--- config.mk ---
export PLATFORM = sky130hd
export DESIGN_NAME = mac_acc_pipe_flat
export DESIGN_NICKNAME = d
export VERILOG_FILES = /design/src/rtl/mac_pkg.sv /design/src/rtl/mac_acc_pipe_if.sv /design/src/rtl/mac_lane.sv /design/src/rtl/mac_acc_pipe.sv /design/src/flat_wrapper.sv
export SDC_FILE = /design/constraint.sdc
export NUM_CORES = 2
export LEC_CHECK = 0
export CAP_MARGIN = 5
export CORE_ASPECT_RATIO = 0.6
export CORE_UTILIZATION = 50
export CTS_CLUSTER_SIZE = 30
export DETAILED_ROUTE_END_ITERATION = 10
export GPL_TIMING_DRIVEN = 0
export PLACE_DENSITY = 0.75
export SLEW_MARGIN = 20
export SYNTH_ARGS = -nofsm -noshare
export SYNTH_HDL_FRONTEND = slang
export SYNTH_SLANG_ARGS = --single-unit
--- constraint.sdc ---
create_clock -name clk -period 12.5 [get_ports clk]
set_input_delay 2.5 -clock clk [delete_from_list [all_inputs] [get_ports clk]]
set_output_delay 2.5 -clock clk [all_outputs]
set_load 0.01 [all_outputs]
--- src/rtl/mac_pkg.sv ---
// Shared defaults and width helpers for the multiply-accumulate pipeline.
package mac_pkg;

    localparam int BW_DEF      = 8;
    localparam int PR_DEF      = 8;
    localparam int ACC_EXT_DEF = 4;

    function automatic int calc_bw_psum(input int bw, input int pr);
        return 2 * bw + $clog2(pr);
    endfunction

    function automatic int calc_bw_acc(input int bw, input int pr, input int acc_ext);
        return calc_bw_psum(bw, pr) + acc_ext;
    endfunction

endpackage

--- src/rtl/mac_acc_pipe_if.sv ---
// Beat-in / result-out handshake bundle between a producer and mac_acc_pipe.
interface mac_acc_pipe_if
    import mac_pkg::*;
#(
    parameter int bw      = BW_DEF,
    parameter int pr      = PR_DEF,
    parameter int acc_ext = ACC_EXT_DEF
);
    localparam int bw_acc = calc_bw_acc(bw, pr, acc_ext);

    logic              in_valid;
    logic              in_ready;
    logic [pr*bw-1:0]  a;
    logic [pr*bw-1:0]  b;
    logic              signed_mode;
    logic              acc_first;
    logic              acc_last;
    logic [bw_acc-1:0] out;
    logic              sat;
    logic              out_valid;
    logic              out_ready;

    modport master (
        output in_valid, a, b, signed_mode, acc_first, acc_last, out_ready,
        input  in_ready, out, sat, out_valid
    );

    modport slave (
        input  in_valid, a, b, signed_mode, acc_first, acc_last, out_ready,
        output in_ready, out, sat, out_valid
    );

endinterface

--- src/rtl/mac_lane.sv ---
// One lane multiplier: operands extended to 2*bw bits by mode, low 2*bw product bits kept.
module mac_lane #(
    parameter int bw = 8
) (
    input  logic            signed_mode_i,
    input  logic [bw-1:0]   a_i,
    input  logic [bw-1:0]   b_i,
    output logic [2*bw-1:0] p_o
);

    logic [2*bw-1:0] a_ext_s;
    logic [2*bw-1:0] b_ext_s;

    // Operand extension selected by the beat's signedness.
    always_comb begin
        a_ext_s = {{bw{1'b0}}, a_i};
        b_ext_s = {{bw{1'b0}}, b_i};
        if (signed_mode_i) begin
            a_ext_s = {{bw{a_i[bw-1]}}, a_i};
            b_ext_s = {{bw{b_i[bw-1]}}, b_i};
        end else begin
            a_ext_s = {{bw{1'b0}}, a_i};
            b_ext_s = {{bw{1'b0}}, b_i};
        end
    end

    assign p_o = a_ext_s * b_ext_s;

endmodule

--- src/rtl/mac_acc_pipe.sv ---
// Pipelined pr-lane dot product with saturating group accumulator and a
// single output register held under backpressure.
module mac_acc_pipe
    import mac_pkg::*;
#(
    parameter int bw      = BW_DEF,
    parameter int pr      = PR_DEF,
    parameter int acc_ext = ACC_EXT_DEF
) (
    input  logic          clk,
    input  logic          reset,
    mac_acc_pipe_if.slave bus
);

    localparam int bw_psum = calc_bw_psum(bw, pr);
    localparam int bw_acc  = calc_bw_acc(bw, pr, acc_ext);
    localparam int BW_PROD = 2 * bw;
    localparam int EXT_W   = bw_acc - BW_PROD;
    localparam logic [bw_acc-1:0] SMAX = {1'b0, {(bw_acc-1){1'b1}}};
    localparam logic [bw_acc-1:0] SMIN = {1'b1, {(bw_acc-1){1'b0}}};
    localparam logic [bw_acc-1:0] UMAX = {bw_acc{1'b1}};

    logic               stall_s;
    logic [BW_PROD-1:0] prod_s [pr];

    logic               s1_valid_q, s1_signed_q, s1_first_q, s1_last_q;
    logic [BW_PROD-1:0] s1_prod_q [pr];
    logic [bw_acc-1:0]  sum_s;

    logic               s2_valid_q, s2_signed_q, s2_first_q, s2_last_q;
    logic [bw_acc-1:0]  s2_sum_q;

    logic [bw_acc-1:0]  base_s, clamped_s;
    logic [bw_acc:0]    wide_s;
    logic               clamp_s, sticky_s;

    logic [bw_acc-1:0]  acc_q, acc_d;
    logic               acc_sat_q, acc_sat_d;
    logic [bw_acc-1:0]  out_q, out_d;
    logic               sat_q, sat_d;
    logic               out_valid_q, out_valid_d;

    assign stall_s       = out_valid_q && !bus.out_ready;
    assign bus.in_ready  = !stall_s;
    assign bus.out       = out_q;
    assign bus.sat       = sat_q;
    assign bus.out_valid = out_valid_q;

    for (genvar i = 0; i < pr; i++) begin : g_lane
        mac_lane #(.bw(bw)) u_lane (
            .signed_mode_i (bus.signed_mode),
            .a_i           (bus.a[bw*i +: bw]),
            .b_i           (bus.b[bw*i +: bw]),
            .p_o           (prod_s[i])
        );
    end

    // Stage 1: capture lane products with the beat's control flags.
    always_ff @(posedge clk) begin
        if (reset) begin
            s1_valid_q  <= 1'b0;
            s1_signed_q <= 1'b0;
            s1_first_q  <= 1'b0;
            s1_last_q   <= 1'b0;
            for (int i = 0; i < pr; i++) begin
                s1_prod_q[i] <= '0;
            end
        end else if (!stall_s) begin
            s1_valid_q  <= bus.in_valid;
            s1_signed_q <= bus.signed_mode;
            s1_first_q  <= bus.acc_first;
            s1_last_q   <= bus.acc_last;
            for (int i = 0; i < pr; i++) begin
                s1_prod_q[i] <= prod_s[i];
            end
        end
    end

    // Lane reduction; the sum of pr products always fits in bw_psum bits.
    always_comb begin
        sum_s = '0;
        for (int i = 0; i < pr; i++) begin
            if (s1_signed_q) begin
                sum_s = sum_s + {{EXT_W{s1_prod_q[i][BW_PROD-1]}}, s1_prod_q[i]};
            end else begin
                sum_s = sum_s + {{EXT_W{1'b0}}, s1_prod_q[i]};
            end
        end
    end

    // Stage 2: hold the beat sum for the accumulator update.
    always_ff @(posedge clk) begin
        if (reset) begin
            s2_valid_q  <= 1'b0;
            s2_signed_q <= 1'b0;
            s2_first_q  <= 1'b0;
            s2_last_q   <= 1'b0;
            s2_sum_q    <= '0;
        end else if (!stall_s) begin
            s2_valid_q  <= s1_valid_q;
            s2_signed_q <= s1_signed_q;
            s2_first_q  <= s1_first_q;
            s2_last_q   <= s1_last_q;
            s2_sum_q    <= sum_s;
        end
    end

    // One-bit-wider add, then clamp to the range implied by this beat's mode.
    always_comb begin
        base_s    = s2_first_q ? '0 : acc_q;
        wide_s    = {1'b0, base_s} + {1'b0, s2_sum_q};
        clamp_s   = 1'b0;
        clamped_s = wide_s[bw_acc-1:0];
        if (s2_signed_q) begin
            wide_s = {base_s[bw_acc-1], base_s} + {s2_sum_q[bw_acc-1], s2_sum_q};
            if (wide_s[bw_acc] != wide_s[bw_acc-1]) begin
                clamp_s   = 1'b1;
                clamped_s = wide_s[bw_acc] ? SMIN : SMAX;
            end else begin
                clamp_s   = 1'b0;
                clamped_s = wide_s[bw_acc-1:0];
            end
        end else begin
            if (wide_s[bw_acc]) begin
                clamp_s   = 1'b1;
                clamped_s = UMAX;
            end else begin
                clamp_s   = 1'b0;
                clamped_s = wide_s[bw_acc-1:0];
            end
        end
        sticky_s = (s2_first_q ? 1'b0 : acc_sat_q) | clamp_s;
    end

    // Accumulator and result register next state; everything holds under stall.
    always_comb begin
        acc_d       = acc_q;
        acc_sat_d   = acc_sat_q;
        out_d       = out_q;
        sat_d       = sat_q;
        out_valid_d = out_valid_q;
        if (!stall_s) begin
            if (s2_valid_q) begin
                acc_d     = clamped_s;
                acc_sat_d = sticky_s;
            end else begin
                acc_d     = acc_q;
                acc_sat_d = acc_sat_q;
            end
            if (s2_valid_q && s2_last_q) begin
                out_d       = clamped_s;
                sat_d       = sticky_s;
                out_valid_d = 1'b1;
            end else begin
                out_valid_d = 1'b0;
            end
        end else begin
            out_valid_d = out_valid_q;
        end
    end

    // Accumulator and output registers.
    always_ff @(posedge clk) begin
        if (reset) begin
            acc_q       <= '0;
            acc_sat_q   <= 1'b0;
            out_q       <= '0;
            sat_q       <= 1'b0;
            out_valid_q <= 1'b0;
        end else begin
            acc_q       <= acc_d;
            acc_sat_q   <= acc_sat_d;
            out_q       <= out_d;
            sat_q       <= sat_d;
            out_valid_q <= out_valid_d;
        end
    end

endmodule

--- src/flat_wrapper.sv ---
// flat-port wrapper written by rule: the top's interface ports become plain ports
module mac_acc_pipe_flat import mac_pkg::*;
#(
    parameter int bw      = BW_DEF,
    parameter int pr      = PR_DEF,
    parameter int acc_ext = ACC_EXT_DEF
)
  (clk, reset, bus_in_valid, bus_a, bus_b, bus_signed_mode, bus_acc_first, bus_acc_last, bus_out_ready, bus_in_ready, bus_out, bus_sat, bus_out_valid);
  mac_acc_pipe_if #(.bw(bw), .pr(pr), .acc_ext(acc_ext)) bus_i ();
  input  logic clk;
  input  logic reset;
  input wire logic [$bits(bus_i.in_valid)-1:0] bus_in_valid;
  input wire logic [$bits(bus_i.a)-1:0] bus_a;
  input wire logic [$bits(bus_i.b)-1:0] bus_b;
  input wire logic [$bits(bus_i.signed_mode)-1:0] bus_signed_mode;
  input wire logic [$bits(bus_i.acc_first)-1:0] bus_acc_first;
  input wire logic [$bits(bus_i.acc_last)-1:0] bus_acc_last;
  input wire logic [$bits(bus_i.out_ready)-1:0] bus_out_ready;
  output wire logic [$bits(bus_i.in_ready)-1:0] bus_in_ready;
  output wire logic [$bits(bus_i.out)-1:0] bus_out;
  output wire logic [$bits(bus_i.sat)-1:0] bus_sat;
  output wire logic [$bits(bus_i.out_valid)-1:0] bus_out_valid;
  assign bus_i.in_valid = bus_in_valid;
  assign bus_i.a = bus_a;
  assign bus_i.b = bus_b;
  assign bus_i.signed_mode = bus_signed_mode;
  assign bus_i.acc_first = bus_acc_first;
  assign bus_i.acc_last = bus_acc_last;
  assign bus_i.out_ready = bus_out_ready;
  assign bus_in_ready = bus_i.in_ready;
  assign bus_out = bus_i.out;
  assign bus_sat = bus_i.sat;
  assign bus_out_valid = bus_i.out_valid;
  mac_acc_pipe #(.bw(bw), .pr(pr), .acc_ext(acc_ext)) u_core (.clk(clk), .reset(reset), .bus(bus_i));
endmodule
Word level (Yosys, flattened, before mapping)
Memories as Yosys holds them, arrays and structs flattened.
Cells that the tools add are included.
{ "totals": {"inputBits": 135, "ramBits": 128, "output_inout_bits": 26, "reg_bits": 80, "mem_count": 1} }
{ "op_classes": {"n_reduce_logical": 6, "mux": 47, "n_addsub": 16, "bitwise": 10, "n_eq_ne": 1, "mul": 8} }
{ "memory_table": {"columns": ["memory", "words", "width", "rd", "rd_ports_with_merged_regs", "write_ports", "line", "text"], "rows": [
  ["u_core.s1_prod_q", 8, 16, 8, 0, 8, "mac_acc_pipe.sv:27", "logic [BW_PROD-1:0] s1_prod_q [pr];"]
]} }
{ "ops": {"columns": ["operator", "count"], "rows": [
  ["$mux 16", 24],
  ["$mux 23", 13],
  ["$add 23x16->23", 7],
  ["$add 23x23->23", 7],
  ["$mul 16x16->16", 8],
  ["$add 23x23->24", 2],
  ["$mux 1", 10],
  ["$or 1x1->1", 9],
  ["$reduce_and 2->1", 2],
  ["$logic_and 1x1->1", 2],
  ["$logic_not 1->1", 2],
  ["$ne 1x1->1", 1],
  ["$not 1->1", 1]
]} }

Logic depth before layout (Yosys ltp)
{ "logic_depth": {"depth_word": 15, "mapped_depth": 52, "ltp_nobuf": 52} }

By module
A second synthesis with hierarchy kept.
{ "hier_totals": {"cells_unflattened": 5061, "area_unflattened_um2": 45021.9} }
{ "by_module_without_submodules": {"columns": ["mod", "seq_area_each_um2", "cells_per_inst", "area_each_um2", "instances"], "rows": [
  ["mac_acc_pipe", 5445.2, 1673, 15493.6, 1],
  ["mac_lane (u_core.g_lane[0].u_lane ...)", 0.0, 424, 3711.1, 4],
  ["mac_lane (u_core.g_lane[5].u_lane ...)", 0.0, 422, 3644.7, 2],
  ["mac_lane (u_core.g_lane[4].u_lane)", 0.0, 427, 3721.1, 1],
  ["mac_lane (u_core.g_lane[7].u_lane)", 0.0, 421, 3673.5, 1]
]} }

Worst setup path before layout
No wires, ideal clock.
{ "synth_timing": {"path_kind": "reg2reg", "from": "mem u_core.s1_prod_q[0][0] (netlist bit)", "to": "reg u_core.s2_sum_q[22]", "arrival_ns": 8.810, "period_less_slack_ns": 8.874, "stages_incl_launch_ff": 48, "path_slack_ns": 3.626, "path_cell_list": "edfxtp_1 > ha_1 > inv_1 > fa_1 > inv_1 > ha_1 > a21o_1 > a21o_1 > a21oi_1 > inv_1 > a21oi_1 > xnor2_1 > ha_1 > o21ai_0 > nor2_1 > a2111oi_0 > nor2_1 > xor2_1 > (+12 left out) > o21ai_0 > nand2_1 > xor2_1 > ha_1 > nand3_1 > nand2_1 > a41oi_1 > a211oi_1 > or2_1 > a21oi_1 > xnor2_1 > ha_1 > or3_1 > a211oi_1 > o31ai_1 > xor2_1 > or4b_1 > nand4_1"} }
{ "synth_lines": {"columns": ["item", "line", "text"], "rows": [
  ["start: declaration", "mac_acc_pipe.sv:27", null],
  ["end signal: assignment", "mac_acc_pipe.sv:104", "s2_sum_q <= sum_s;"],
  ["end: declaration", "mac_acc_pipe.sv:31", "logic [bw_acc-1:0] s2_sum_q;"]
]} }

==> flow_metrics.env <==
export IMPL_cp_required_ps=12980
export IMPL_slowest_stage="a2111oi_0"
export IMPL_hold_start="u_core.s1_last_q"
export IMPL_clkTransAtPathRegs_ps=70
export IMPL_hpwl_mm=88.30
export IMPL_drt_iter0_markers=2378
export IMPL_die_w_um=379.5
export IMPL_synth_edff_count=128
export IMPL_routed_wl_mm=103.7
export IMPL_reg2reg_from="u_core.s1_prod_q[0][17]"
export IMPL_fin_worst_skew_ps=25.50
export IMPL_drive_above_1_share=0.01197
export IMPL_finalHoldViolCount=0
export IMPL_critical_path_max_stage_delay_ps=660
export IMPL_drtPass1Iterations=5
export IMPL_avgSynthCellArea_um2=9.141
export IMPL_ios=161
export IMPL_ff2ff_setup_slack_ps=2120
export IMPL_r2r_end="u_core.s2_sum_q[22]"
export IMPL_synth_seq_cells=208
export IMPL_cp_top_family="compound AO/OA/AOI/OAI gates"
export IMPL_grt_remaining_overflow=0
export IMPL_rows=82
export IMPL_cts_sinks=208
export IMPL_crit_type="reg2reg"
export IMPL_place_congestion=0.9330
export IMPL_synth_cells=4677
export IMPL_ys_async_sr_fraction=0
export IMPL_syn_area_mm2=0.04275
export IMPL_post_route_drc_count=0
export IMPL_synth_distinct_cells=72
export IMPL_wl_per_cell_um=17.34
export IMPL_ys_flop_type="edfxtp_1"
export IMPL_grt_setup_unrepaired="false"
export IMPL_clock_path_buffers=3
export IMPL_min_path_type="reg2reg"
export IMPL_fill_cells=7479
export IMPL_synth_top_area_frac=0.2922
export IMPL_fin_setup_tns_ps=0
export IMPL_grt_max_degree=105
export IMPL_die_h_um=228.5
export IMPL_setup_viol=0
export IMPL_io_buffers=126
export IMPL_yosys_area_top_type="fa_1"
export IMPL_clock_latency_ps=560
export IMPL_synth_nets=6005
export IMPL_whs_path_depth=2
export IMPL_min_to="u_core.s1_last_q"
export IMPL_viasPerCell=5.341
export IMPL_maxSlewViolCount=0
export IMPL_yosysWarningCount=0
export IMPL_vias=31960
export IMPL_dieArea_mm2=0.08671
export IMPL_crit_fanout=5
export IMPL_grt_pass1_vias=32010
export IMPL_grt_pass1_wl_mm=171.1
export IMPL_nets=6157
export IMPL_clock_fmax_ghz=0.09632
export IMPL_cts_tree="yes"
export IMPL_max_slew_margin_rel=0.2706
export IMPL_start_util=0.5088
export IMPL_status="complete, no violations"
export IMPL_ys_top_cells_by_count="944 x inv_1, 624 x fa_1, 569 x ha_1, 341 x nand2_1, 334 x and2_1"
export IMPL_h_tree_depth=1
export IMPL_crit_arrival_ps=10860
export IMPL_root_buffer="clkbuf_16"
export IMPL_cts_resized=0
export IMPL_post_route_min_period_ps=10380
export IMPL_crit_buf_inv=0
export IMPL_critPathCaptureType="flop"
export IMPL_setup_worst_path_start_class="flop"
export IMPL_cts_hold_buffers_added=0
export IMPL_critPathLaunch="u_core.s1_prod_q[0][17]"
export IMPL_rr_worst_depth=47
export IMPL_cap_violations=0
export IMPL_grt_usage=0.2462
export IMPL_area_growth_pct=8.171
export IMPL_coreArea_mm2=0.08403
export IMPL_ys_seq_area_frac=0.1274
export IMPL_grt_antenna_before_repair=10
export IMPL_cp_common_cell="ha_1"
export IMPL_yosysMostFrequentCell="inv_1"
export IMPL_cts_buffers=23
export IMPL_finalCritPeriodShare=0.8306
export IMPL_postCtsSetupBuffers=0
export IMPL_synth_area_leaders="fa_1 29%, ha_1 17%, edfxtp_1 9.0%, inv_1 8.3%, xnor2_1 6.3%"
export IMPL_worst_pin_slew_ps=1094
export IMPL_ant_nets=0
[per-stage QoR]
step           hold WS, ps  worst slack (ps)    util  area [µm²]  instances
4_1_cts              460.7              2012  0.5502       46230       5980
2_1_floorplan        427.3              3626       -       42750       4677
3_5_place_dp         451.5              1452  0.5412       45470       5938
6_report             456.3              2118  0.5503       46240       5984
5_1_grt              486.7              1380  0.5503       46240       5981
3_3_place_gp         442.1             307.1  0.5407       45430       5937
[cells by family (layout without fill, tap and decap cells)]
kind of cell / Yosys count / count (layout) / synth area share
and+or+nand+nor: 1194 / 1194 / 0.1417
xor gates and xnor gates: 370 / 370 / 0.07612
adders and majority gates: 1193 / 1193 / 0.4587
other: 0 / 4 / 0
muxes: 2 / 2 / 0.0004683
AOI/OAI and AO/OA: 661 / 661 / 0.1034
DFF: 208 / 208 / 0.1274
buffers and inverters: 1049 / 1218 / 0.09222
[flip-flops by register name, indices dropped and copies added (netlist names), 23 cells and up]
register          flops
u_core.s1_prod_q    128
u_core.acc_q         23
u_core.bus.out       23
u_core.s2_sum_q      23
[worst max path at each step]
stage / endpoint / cells after the start / slack (ps)
2_1_floorplan: u_core.s2_sum_q[22] / 47 / 3630
3_3_place_gp: u_core.s1_prod_q[0][95] / 22 / 310
3_5_place_dp: u_core.s1_prod_q[0][15] / 21 / 1450
4_1_cts: u_core.s1_prod_q[0][15] / 21 / 2010
5_1_grt: u_core.s2_sum_q[22] / 48 / 1380
6_report: u_core.s2_sum_q[22] / 47 / 2120
[cells in the final DEF (no fill, tap or decap), drive strengths merged, types with 6 or more instances in the layout]
cell type / n
ha: 569
o21a: 32
dfxtp: 80
buf: 8
o31ai: 9
nor3: 50
a21o: 90
and2: 335
fa: 624
a211oi: 26
nor3b: 8
a21oi: 231
a21boi: 7
clkbuf: 124
nand3: 42
nor2: 196
xnor2: 308
a2111o: 6
nand4: 7
nand2: 341
o21bai: 63
clkdlybuf4s50: 126
a221o: 36
edfxtp: 128
xor2: 61
o21ai: 82
nor2b: 56
inv: 948
a41oi: 6
or3: 18
a2111oi: 13
o31a: 8
and3: 98
nand2b: 21
o211a: 7
a31oi: 9
[metal layers]
metal | global-route usage | up-vias | wire length [µm]
met5 | 0 | - | 80
met4 | 0.03188 | 10 | 1380
met3 | 0.05688 | 81 | 9035
met2 | 0.3383 | 930 | 40960
met1 | 0.3947 | 15640 | 52290
li1 | - | 15300 | -
[area by class of cell]
| cell class | count | area (µm²) | share of cell area |
|---|---|---|---|
| multi-input combinational | 3420 | 33360 | 0.7215 |
| sequential | 208 | 5445 | 0.1177 |
| inverter | 944 | 3551 | 0.07679 |
| tap | 1134 | 1419 | 0.03068 |
| timing repair buffer | 127 | 1289 | 0.02787 |
| clock buffer | 26 | 596.8 | 0.01291 |
| buffer | 105 | 407.9 | 0.008820 |
| clock inverter | 16 | 162.7 | 0.003517 |
| antenna | 4 | 10.01 | 0.0002164 |
[worst min-delay path, cell delays in order, from the launching register on]
cell	delay (ps)
dfxtp_1	310
nand2_1	50
a21oi_1	50
Power is not shown: default switching activity piles up to over one toggle a cycle in this logic, so the estimate is an artifact.
